===== src/rtl/pipe_pkg.sv =====
// Shared definitions for the instruction-fetch stage: redirect encodings,
// default reset/bubble words and the fetch state enum.
package pipe_pkg;

    localparam logic [1:0] PCSRC_SEQ     = 2'b00;
    localparam logic [1:0] PCSRC_SEQ_ALT = 2'b01;
    localparam logic [1:0] PCSRC_BR      = 2'b10;
    localparam logic [1:0] PCSRC_J       = 2'b11;

    localparam logic [31:0] NOP_INST = 32'h0000_0000;
    localparam logic [31:0] RESET_PC = 32'h0000_0000;

    typedef enum logic [1:0] {
        FETCH = 2'd0,
        HELD  = 2'd1,
        KILL  = 2'd2
    } if_state_t;

endpackage


===== src/rtl/pipe_ifid_reg.sv =====
// IF/ID pipeline register with hold and bubble controls; bubble wins over hold.
module pipe_ifid_reg #(
    parameter logic [31:0] NOP_INST = 32'h0000_0000
) (
    input  logic        clk_i,
    input  logic        rst_i,
    input  logic        hold_i,
    input  logic        bubble_i,
    input  logic [31:0] inst_i,
    input  logic [31:0] pc4_i,
    output logic [31:0] inst_o,
    output logic [31:0] pc4_o,
    output logic        valid_o
);

    logic [31:0] inst_q;
    logic [31:0] pc4_q;
    logic        valid_q;

    always_ff @(posedge clk_i) begin
        if (rst_i) begin
            inst_q  <= NOP_INST;
            pc4_q   <= 32'h0;
            valid_q <= 1'b0;
        end else if (bubble_i) begin
            inst_q  <= NOP_INST;
            pc4_q   <= 32'h0;
            valid_q <= 1'b0;
        end else if (!hold_i) begin
            inst_q  <= inst_i;
            pc4_q   <= pc4_i;
            valid_q <= 1'b1;
        end
    end

    assign inst_o  = inst_q;
    assign pc4_o   = pc4_q;
    assign valid_o = valid_q;

endmodule


===== src/rtl/pipe_if_stage.sv =====
// Instruction-fetch stage: owns the PC, runs the valid/ready fetch to
// instruction memory and applies branch/jump redirects and load-use stalls.
module pipe_if_stage #(
    parameter logic [31:0] RESET_PC = pipe_pkg::RESET_PC,
    parameter logic [31:0] NOP_INST = pipe_pkg::NOP_INST
) (
    input  logic        Clk,
    input  logic        Rst,
    input  logic [1:0]  Pcsrc,
    input  logic [31:0] Branch_addr,
    input  logic [31:0] Jump_addr,
    input  logic        stall,
    output logic        Imem_req,
    output logic [31:0] Imem_addr,
    input  logic        Imem_ready,
    input  logic [31:0] Imem_rdata,
    output logic [31:0] PC,
    output logic [31:0] D_Inst,
    output logic [31:0] D_PC4,
    output logic        D_Valid,
    output logic        Flush
);

    import pipe_pkg::*;

    if_state_t   state_q, state_d;
    logic [31:0] pc_q, pc_d;
    logic [31:0] redir_q, redir_d;
    logic [31:0] skid_q, skid_d;
    logic        flush_q, flush_d;

    logic        br, jmp, done;
    logic [31:0] pc_plus4;
    logic        ifid_hold, ifid_bubble;
    logic [31:0] ifid_inst;

    always_comb begin
        br  = 1'b0;
        jmp = 1'b0;
        unique case (Pcsrc)
            PCSRC_SEQ, PCSRC_SEQ_ALT: ;
            PCSRC_BR:                 br  = 1'b1;
            PCSRC_J:                  jmp = 1'b1;
        endcase
    end

    // Reset abandons any outstanding fetch, so the request drops while Rst is high.
    assign Imem_req  = !Rst && (state_q != HELD);
    assign Imem_addr = pc_q;
    assign done      = Imem_req && Imem_ready;
    assign pc_plus4  = pc_q + 32'd4;

    always_comb begin
        state_d     = state_q;
        pc_d        = pc_q;
        redir_d     = redir_q;
        skid_d      = skid_q;
        flush_d     = 1'b0;
        ifid_hold   = 1'b0;
        ifid_bubble = 1'b0;
        ifid_inst   = Imem_rdata;

        unique case (state_q)
            FETCH: begin
                if (br) begin
                    // The older branch kills the fetch even under a stall.
                    flush_d     = 1'b1;
                    ifid_bubble = 1'b1;
                    skid_d      = NOP_INST;
                    if (done) begin
                        pc_d = Branch_addr;
                    end else begin
                        redir_d = Branch_addr;
                        state_d = KILL;
                    end
                end else if (stall) begin
                    ifid_hold = 1'b1;
                    if (done) begin
                        skid_d  = Imem_rdata;
                        state_d = HELD;
                    end
                end else if (jmp) begin
                    ifid_bubble = 1'b1;
                    if (done) begin
                        pc_d = Jump_addr;
                    end else begin
                        redir_d = Jump_addr;
                        state_d = KILL;
                    end
                end else if (done) begin
                    pc_d = pc_plus4;
                end else begin
                    ifid_bubble = 1'b1;
                end
            end
            HELD: begin
                if (br) begin
                    flush_d     = 1'b1;
                    ifid_bubble = 1'b1;
                    skid_d      = NOP_INST;
                    pc_d        = Branch_addr;
                    state_d     = FETCH;
                end else if (stall) begin
                    ifid_hold = 1'b1;
                end else if (jmp) begin
                    ifid_bubble = 1'b1;
                    skid_d      = NOP_INST;
                    pc_d        = Jump_addr;
                    state_d     = FETCH;
                end else begin
                    ifid_inst = skid_q;
                    pc_d      = pc_plus4;
                    state_d   = FETCH;
                end
            end
            KILL: begin
                // Old address stays on the bus until its data is returned and dropped.
                ifid_bubble = 1'b1;
                if (br) begin
                    flush_d = 1'b1;
                    redir_d = Branch_addr;
                    if (done) begin
                        pc_d    = Branch_addr;
                        state_d = FETCH;
                    end
                end else if (done) begin
                    pc_d    = redir_q;
                    state_d = FETCH;
                end
            end
            default: state_d = FETCH;
        endcase
    end

    always_ff @(posedge Clk) begin
        if (Rst) begin
            state_q <= FETCH;
            pc_q    <= RESET_PC;
            redir_q <= RESET_PC;
            skid_q  <= NOP_INST;
            flush_q <= 1'b0;
        end else begin
            state_q <= state_d;
            pc_q    <= pc_d;
            redir_q <= redir_d;
            skid_q  <= skid_d;
            flush_q <= flush_d;
        end
    end

    pipe_ifid_reg #(
        .NOP_INST (NOP_INST)
    ) u_ifid (
        .clk_i    (Clk),
        .rst_i    (Rst),
        .hold_i   (ifid_hold),
        .bubble_i (ifid_bubble),
        .inst_i   (ifid_inst),
        .pc4_i    (pc_plus4),
        .inst_o   (D_Inst),
        .pc4_o    (D_PC4),
        .valid_o  (D_Valid)
    );

    assign PC    = pc_q;
    assign Flush = flush_q;

endmodule


===== config.mk =====
export PLATFORM = sky130hd
export DESIGN_NAME = pipe_if_stage
export DESIGN_NICKNAME = d
export VERILOG_FILES = /design/src/rtl/pipe_pkg.sv /design/src/rtl/pipe_ifid_reg.sv /design/src/rtl/pipe_if_stage.sv
export SDC_FILE = /design/constraint.sdc
export NUM_CORES = 1
export LEC_CHECK = 0
export ABC_AREA = 1
export CAP_MARGIN = 25
export CORE_MARGIN = 2
export CORE_UTILIZATION = 46
export CTS_CLUSTER_SIZE = 12
export DETAILED_ROUTE_END_ITERATION = 7
export GPL_ROUTABILITY_DRIVEN = 0
export PLACE_DENSITY_LB_ADDON = 0.1
export SLEW_MARGIN = 20
export SYNTH_ARGS = -nofsm -noshare
export SYNTH_HDL_FRONTEND = slang
export SYNTH_HIERARCHICAL = 1
export SYNTH_SLANG_ARGS = --single-unit

===== constraint.sdc =====
create_clock -name Clk -period 2 [get_ports Clk]
set_input_delay 0.3 -clock Clk [delete_from_list [all_inputs] [get_ports Clk]]
set_output_delay 0.3 -clock Clk [all_outputs]
set_load 0.05 [all_outputs]

======== After elaboration in Yosys (flattened, before gate mapping) ========
Cells that the tools add are included.
Widths: inputs -> output; s select.
storage, ports and cells
  word-level logic and storage cells ...... 95
  bits of input ports ..................... 102
  output and inout port bits .............. 131
  register bits ........................... 164
operators by class
  eq/ne operators ......................... 17
  reductions and logical operators ........ 15
  multiplexer cells ....................... 53
  $add $sub $neg .......................... 1
  bitwise logic cells ..................... 1
operators by type and width
  operator               number
  $mux 32                27
  $pmux 32 s2            2
  $pmux 32 s3            1
  $add 32x3->32 const B  1
  $ne 3x3->1 const B     7
  $mux 2                 8
  $reduce_and 5->1       3
  $mux 1                 13
  $ne 4x4->1 const B     2
  $eq 2x2->1 const B     3
  $ne 2x2->1 const B     3
  $pmux 2 s3             1
  $reduce_or 2->1        3
  $reduce_and 4->1       1
  $reduce_bool 2->1      2
  $pmux 1 s3             1
  $reduce_bool 3->1      1
  $reduce_or 3->1        1
  $eq 2x1->1 const B     1
  $logic_and 1x1->1      2
  $logic_not 2->1        1
  $ne 2x1->1 const B     1
  $logic_not 1->1        1
  $not 1->1              1

======== Longest topological paths before layout ========
Gate-level depths: netlist of run 1.
  word-level depth ........................ 9
  mapped depth ............................ 14
  mapped depth without buffers ............ 12

======== Hierarchy ========
Netlist of run 1, hierarchy kept.
by module, submodules not included
  module         instances  area each (um^2)  cells an instance  sequential area each (um^2)
  pipe_if_stage  1          7144.4            1147               1981.9
  pipe_ifid_reg  1          2658.8            409                1301.2

======== Worst setup path before layout of run 1 ========
No wires, ideal clock.
  path kind ............................... register -> register
  start ................................... register pc_q[2] (netlist: Imem_addr[2])
  end ..................................... register pc_q[28] (netlist: Imem_addr[28])
  buffers on the path ..................... 0
  arrival ................................. 1948 ps
  library setup time ...................... 120 ps
  period minus slack after synthesis ...... 2068 ps
  slack ................................... -68 ps
  cell stages (with the launch flop) ...... 13
  data required time ...................... 1880 ps
  cell sequence ........................... dfxtp_1 ha_1 nand2_1 nor2_1 nand2_1 nor2_1 nand2_1 nand2_1 nand2_1 nand2_1 nand2_1 nand2_1 a21oi_1
on the way
  word-level cells in the longest chain between the ends .. 6
  elaborated cells on any way between the ends .. 9
  classes of those cells .................. add/sub (1); mux (8)
RTL lines
  element                 line                  source
  start, declared         pipe_if_stage.sv:27   logic [31:0] pc_q, pc_d;
  start signal, assigned  pipe_if_stage.sv:144  pc_q <= pc_d;
  $add 32x3->32 *         pipe_if_stage.sv:51   assign pc_plus4 = pc_q + 32'd4;
  net pc_plus4[28]        pipe_if_stage.sv:33   logic [31:0] pc_plus4;
  $mux 32                 pipe_if_stage.sv:90   end else if (done) begin
  $mux 32                 pipe_if_stage.sv:82   end else if (jmp) begin
  $mux 32                 pipe_if_stage.sv:76   end else if (stall) begin
  $mux 32                 pipe_if_stage.sv:65   if (br) begin
  $pmux 32 s3 *           pipe_if_stage.sv:63   unique case (state_q)
Mark *: on every way through the listed nets, which the timed path passes. The rest lies on a longest branch. The select of a mux whose other input is x is not followed.
A chain may end at the register's enable or synchronous reset.

======== Worst setup path after layout of run 1 ========
  start ................................... register state_q[1]
  end ..................................... output Imem_req
on the way
  word-level cells in the longest chain between the ends .. 2
RTL lines
  element                 line                  source
  start, declared         pipe_if_stage.sv:26   if_state_t state_q, state_d;
  start signal, assigned  pipe_if_stage.sv:143  state_q <= state_d;
  $ne 2x1->1              pipe_if_stage.sv:48   assign Imem_req = !Rst && (state_q != HELD);
  $logic_and 1x1->1       pipe_if_stage.sv:48
  end, declared           pipe_if_stage.sv:13   output logic Imem_req,
Every way passes these cells.

==> results of run 1 <==
-- per-layer routing --
metal / part of all wire (%) / global-route usage (%) / vias to the layer above
met5: 0 / 0 / -
met3: 11 / 6.159 / 47
met2: 41 / 38.72 / 552
met1: 46 / 43.70 / 4820
met4: 1.7 / 6.934 / 0
li1: - / - / 5395
-- area by class of cell --
| class | count | area share [%] |
|---|---|---|
| multi-input combinational | 1126 | 40.32 |
| timing repair buffer | 348 | 24.54 |
| sequential | 164 | 24.26 |
| inverter | 140 | 3.932 |
| clock buffer | 18 | 3.240 |
| tap | 275 | 2.539 |
| clock inverter | 14 | 1.172 |
-- power by group through the flow --
stage | registers [mW] | logic, mW | clock network [mW]
after global routing | 4.53 | 8.03 | 3.49
after detailed placement | 4.51 | 7.11 | 0
after floorplan | 5.59 | 3.61 | 0
after CTS | 4.43 | 7.10 | 3.36
final | 4.46 | 7.51 | 3.32
after global placement | 4.49 | 7.05 | 0
-- what timing repair did --
item                       4_1_cts  5_1_grt
buffers inserted                 0        9
pin swaps                        0       12
setup endpoints to repair       85      146
cloned                           0        3
resized for setup               23       52
-- cells in the final DEF, fill, tap and decap left out, drive strengths merged --
cell type / n
a21oi: 75
a31oi: 1
a32o: 1
and2: 6
buf: 159
clkbuf: 20
clkdlybuf4s50: 170
clkinv: 7
clkinvlp: 2
dfxtp: 164
dlygate4sd2: 17
ha: 5
inv: 145
mux2: 47
nand2: 394
nand3: 122
nand3b: 4
nand4: 1
nor2: 284
nor3: 24
o211ai: 6
o21a: 1
o21ai: 131
o22ai: 6
o31ai: 5
xnor2: 6
xor2: 7
-- final timing paths --
kind	end	slack, ps	cells past startpoint	start
worst max-delay path	Imem_req	30	6	state_q[1]$_SDFFE_PP0P_
worst min-delay path	skid_q[21]$_SDFFE_PP0P_	440	3	Imem_rdata[21]
worst max register to register	Imem_addr[18]$_SDFFE_PP0P_	30	9	state_q[0]$_SDFFE_PP0P_
worst min register to register	skid_q[20]$_SDFFE_PP0P_	470	2	skid_q[20]$_SDFFE_PP0P_
-- state kept, by name, indices dropped and copies added (netlist names) --
signal / count
u_ifid/inst_o: 32
skid_q: 32
Imem_addr: 32
state_q: 2
Flush: 1
redir_q: 32
u_ifid/pc4_o: 32
u_ifid/valid_o: 1
-- cell families after synthesis --
group | Yosys count | synth area share [%]
simple gates | 835 | 34.47
buf+inv | 266 | 12.78
compound gates | 226 | 12.06
flops | 164 | 33.49
mux | 47 | 5.399
xor+xnor | 13 | 1.161
fa+ha+maj | 5 | 0.6382
-- through the flow --
stage / utilization [%] / worst slack [ps]
after floorplan: - / 4.593
after global placement: 60.23 / -156.4
after detailed placement: 60.23 / -234.2
after CTS: 63.07 / 0.07150
after global routing: 64.68 / -48.79
final: 64.68 / 26.69
-- worst min-delay path, stage by stage --
cell	delay, ps
clkdlybuf4s50_1	420
nand3_1	90
nand2_1	40
==> key figures, run 1 <==
Run status
  – Status: completed

Clock tree
  – Clock transition at path regs: 80 ps
  – Number of buffers created by CTS: 17
  – Worst-Skew Late Latency: 440 ps
  – Clock Root Buffer: clkbuf_16
  – CTS tree: yes
  – Max clock buf depth: 2
  – Sink Count: 164
  – Hold buffers post-CTS: 0
  – H-tree depth: 4

Timing
  – Total Neg Setup Slack: 0 ps
  – Worst-Margin Slew: about 540 ps
  – Slew headroom: 63.70%
  – Fin Hold WS: 437.4 ps
  – Final Slew Violations: 0
  – Minimum clock period: 1973 ps
  – Final Hold Viols: 0
  – Final worst clock skew: around 13 ps
  – RSZ-0062 raised after global routing: true
  – Final period util: 98.67%
  – Max frequency: approximately 0.51 GHz
  – Final setup viols: 0

Global route
  – Total congestion overflow: 0
  – First-pass GRT wire length: 49570 um
  – Total Routing Usage GR: 28.11%
  – Largest net degree at the start of global routing: between 80 and 90
  – Number of antenna violations at the first check in global routing: 0
  – Vias in the first global route: about 9000

Synth
  – Top post-synthesis cells by count: nand2_1, nor2_1, dfxtp_1, inv_1, nand3_1
  – Synth Warn #: 6
  – Post-Synthesis Cells: 1556
  – Post-synthesis register bit count: 164
  – Post-synth top area share: 33.49%
  – Yosys top cell by area: dfxtp_1
  – Count leader, synth: nand2_1
  – Post-synth EDFFs: 0
  – Mapped Nets: 1663
  – Syn avg cell area: 6.300 um^2
  – Cell Area, Synth: 9803 um^2
  – Area contributors post-synth: dfxtp_1, nand2_1, nor2_1
  – Distinct cells, synth: 36
  – Post-synth top flop: dfxtp_1
  – Sequential area share after synthesis: between 30 and 40%
  – Async set or reset register ratio after synthesis: 0%

Power
  – Sequential share of power: 29.2%
  – Net Sw Power: 6.967 mW
  – Comb power frac: 49.1%
  – Internal power: roughly 8.3 mW
  – Power density cells: 1128 nW/um^2
  – Peak VDD IR: around 0.57 mV
  – Pwr Total: 15.28 mW
  – Sw frac: 45.59%
  – LEAKAGE: 5.829 nW
  – Clock power frac: a little over a fifth

Floorplanning
  – Die Wd: around 150 um
  – Starting Density: 46.78%
  – Core Rows: 53
  – Die Y: around 150 um
  – Io pins: 233
  – Core area: 20960 um^2
  – Die area: 22500 um^2

Setup path
  – Critical path type: reg2out
  – CP max-delay cell: dfxtp_2
  – Critical Path Max Stage Delay: 350 ps
  – CP Launch Type: flip-flop
  – WP data required: ~1700 ps
  – Worst-path maximum fanout: 33
  – CP bufs+invs: 4
  – Critical Path, Cell by Cell: inv_4, ha_4, nor2_4, buf_4, buf_12, buf_12
  – Worst path top cell family by delay: buffers and inverters
  – Worst setup EP type: output pin
  – Most common cell on crit path: buf_12
  – Worst Path Arrival: 1670 ps

Final layout
  – Layout fillers: 1928
  – Cell Count, Final, Fillers Out: 2085
  – Design area: 13550 um^2
  – Layout area overhead: 38.26%
  – FF/Latch Area: 3288 um^2
  – Share of layout cells above drive strength 1: 16.52%
  – Ant diodes: 0
  – Multi-input gate area: approximately 5500 um^2
  – Final-stage net count: 1904

Placed design
  – Hpwl dp: 24330 um
  – # placed instances: roughly 2000
  – Placed Area: 12620 um^2
  – IO Port Bufs: 232

Route
  – Drt first-iter violations: between 1000 and 1500
  – Vias: 10810
  – Pre-Repair DR Iteration Count: 6
  – Via density: 5.187
  – Number of remaining DRC errors: 0
  – ANT nets after route: 0
  – Final Routed Wirelength: about 33000 um
  – Avg WL per Cell: 16.00 um

Flow run
  – Max cap viols: 0

Min path
  – Hold crit path type: in2reg
No activity file was read; power rests on OpenSTA's default activity.
==> run 2, diff against run 1 <==
CORE_UTILIZATION = 58   (was 46)
DONT_BUFFER_PORTS = 1   (was unset)
==> run 2 against run 1 <==
Effect of this change:
- first-iteration DRC count increased by 24%
- critical path depth is 1 lower
- fmax up 1.1%
- power is 7.9% lower
- global-route usage rose by 5.0 points
- combinational power down 25%
- utilization grew 3.5 points
- non-clock buffer count fell by 223
- clock-buffer cell count rose by 1
- die area shrank 20%
- setup slack improved by 22 ps
- critical path type unchanged
- largest cell class unchanged
- largest power group unchanged
==> key figures, run 2 (synthesized netlist as in run 1, its figures left out) <==
Run status
  – Status: completed

Route
  – Vias: 10110 (-6.5%)
  – Via density: 5.594 (+7.9%)
  – Avg WL per Cell: 16.94 um (+5.9%)
  – Final Routed Wirelength: 30610 um (-8.2%)
  – Number of remaining DRC errors: 0 (unchanged)
  – Pre-Repair DR Iteration Count: 6 (unchanged)
  – Drt first-iter violations: 1438 (+24%)
  – ANT nets after route: 0 (unchanged)

Setup path
  – Worst Path Arrival: 1650 ps (-20 ps)
  – Worst R2R Start: state_q[1]$_SDFFE_PP0P_
  – R2R Setup Slk: 70 ps (+40 ps)
  – WP data required: 1700 ps (about the same)
  – Worst-path maximum fanout: 33 (unchanged)
  – CP Launch Type: flip-flop
  – R2r worst-path depth: 13 (+4)
  – Critical path type: reg2out
  – Worst setup EP type: output pin
  – Critical R2R Capture: u_ifid/pc4_o[18]$_SDFFE_PP0N_

Floorplanning
  – Die Wd: 134.0 um (-11%)
  – Core Rows: 47 (-11%)
  – Die Y: 134.0 um (-11%)
  – Core area: 16520 um^2 (-21%)
  – Die area: 17960 um^2 (-20%)
  – Starting Density: 59.32% (+13 points)
  – Io pins: 233 (unchanged)

Global route
  – Total congestion overflow: 0 (unchanged)
  – Global routing's busiest layer: met1
  – Met1 GRT Util: 50.22% (+6.5 points)
  – First-pass GRT wire length: 47210 um (-4.8%)
  – Vias in the first global route: 8812 (-1.8%)
  – Largest net degree at the start of global routing: 62 (-26%)
  – Met2 global-route usage: 45.38% (+6.7 points)
  – M3 GR Usage: 8.655% (+2.5 points)
  – Number of antenna violations at the first check in global routing: 0 (unchanged)
  – Total Routing Usage GR: 33.09% (+5.0 points)

Min path
  – Hold path cells: 2 (-1)
  – Hold crit path type: in2reg
  – Hold_sp: Imem_rdata[16]
  – WHS Endpoint: skid_q[16]$_SDFFE_PP0P_

Final layout
  – Final Util: 68.18% (+3.5 points)
  – Ant diodes: 0 (unchanged)
  – Share of layout cells above drive strength 1: 13.04% (-3.5 points)
  – Layout area overhead: 14.92%
  – Layout fillers: 1509 (-22%)
  – FF/Latch Area: 3288 um^2 (unchanged)
  – Final-stage net count: 1681 (-12%)
  – Multi-input gate area: 5328 um^2 (-2.5%)
  – Most common cell after layout, fill and taps aside: nand2_1
  – Most frequent cells in the layout: nand2_1, nor2_1, dfxtp_1, inv_1, nand3_1

Clock tree
  – Clock transition at path regs: 70 ps (about the same)
  – Clock Root Buffer: clkbuf_16
  – H-tree depth: 4 (unchanged)
  – Sink Count: 164 (unchanged)
  – Worst-Skew Late Latency: 440 ps (about the same)
  – Number of buffers created by CTS: 17 (unchanged)
  – CTS tree: yes
  – Max clock buf depth: 2 (unchanged)

Timing
  – Slew headroom: 62.16% (-1.5 points)
  – Final setup viols: 0 (unchanged)
  – Final Hold Viols: 0 (unchanged)
  – Final period util: 97.58% (-1.1 points)
  – Max frequency: 0.5124 GHz (+1.1%)
  – Worst-Margin Slew: 566.8 ps (+23.93 ps)
  – Minimum clock period: 1952 ps (-21.74 ps)
  – Final Slew Violations: 0 (unchanged)
  – Final worst clock skew: 9.845 ps (-2.893 ps)
  – Fin Hold WS: 6.151 ps (-431.2 ps)

Placed design
  – Hpwl dp: 21750 um (-11%)
  – IO Port Bufs: 0 (-100%)

Power
  – Peak VDD IR: 0.7691 mV (+35%)
  – Power density cells: 1250 nW/um^2 (+11%)
  – LEAKAGE: 4.830 nW (-17%)

Flow run
  – Max cap viols: 0 (unchanged)
==> run 2: power by group <==
part / internal [mW] / leakage (nW) / switching [mW]
clock: 1.79 / 0.292 / 1.56
combinational: 1.80 / 3.19 / 3.85
sequential: 3.93 / 1.35 / 1.15
total: 7.51 / 4.83 / 6.57
==> run 2: metal layers <==
layer | routed length, um | vias up
met5 | 0 | -
met2 | 12280 | 639
met1 | 13610 | 4472
li1 | - | 4946
met3 | 4015 | 51
met4 | 704 | 0
==> run 2: metrics by stage <==
stage	cell area, um^2	std cells	TNS, ps	setup slack (ps)	total power, mW
global placement	10240	1742	0	90.57	10.42
floorplan	9808	1556	0	4.593	9.206
finish	11270	1807	0	48.43	14.08
CTS	11140	1803	0	4.811	13.88
global route	11270	1807	-639.7	-39.82	14.79
detailed placement	10240	1742	0	37.05	10.49
==> run 2: cell type report <==
class                      instances  area share [%]
tap                              220           2.443
sequential                       164           29.19
timing repair buffer             125           11.05
inverter                         140           4.676
clock inverter                    13           1.510
clock buffer                      19           3.843
multi-input combinational       1126           47.29
==> run 2: how the worst max path moves through the flow <==
stage | cells after the start | slack, ps | endpoint | startpoint
4_1_cts | 8 | 5 | Imem_addr[9]$_SDFFE_PP0P_ | state_q[1]$_SDFFE_PP0P_
3_5_place_dp | 9 | 40 | redir_q[20]$_SDFFE_PP0P_ | state_q[0]$_SDFFE_PP0P_
2_1_floorplan | 12 | 5 | u_ifid/pc4_o[9]$_SDFFE_PP0N_ | state_q[1]$_SDFFE_PP0P_
6_report | 5 | 50 | Imem_req | state_q[1]$_SDFFE_PP0P_
3_3_place_gp | 9 | 90 | u_ifid/inst_o[5]$_SDFFE_PP0N_ | state_q[1]$_SDFFE_PP0P_
5_1_grt | 13 | -40 | u_ifid/pc4_o[16]$_SDFFE_PP0N_ | state_q[1]$_SDFFE_PP0P_
==> run 2: critical path: stages (launching register included) <==
cell and delay [ps]:
dfxtp_2 350, inv_2 80, ha_4 190, nor2_4 140, buf_4 130, buf_6 310
==> run 2: timing repair <==
item | CTS | global route
cloned | 0 | 2
hold buffers | 29 | 0
hold endpoints to repair | 33 | 0
endpoints found under the setup margin | 31 | 157
setup buffers | 0 | 2
pin swaps | 1 | 3
gates resized for setup | 4 | 18
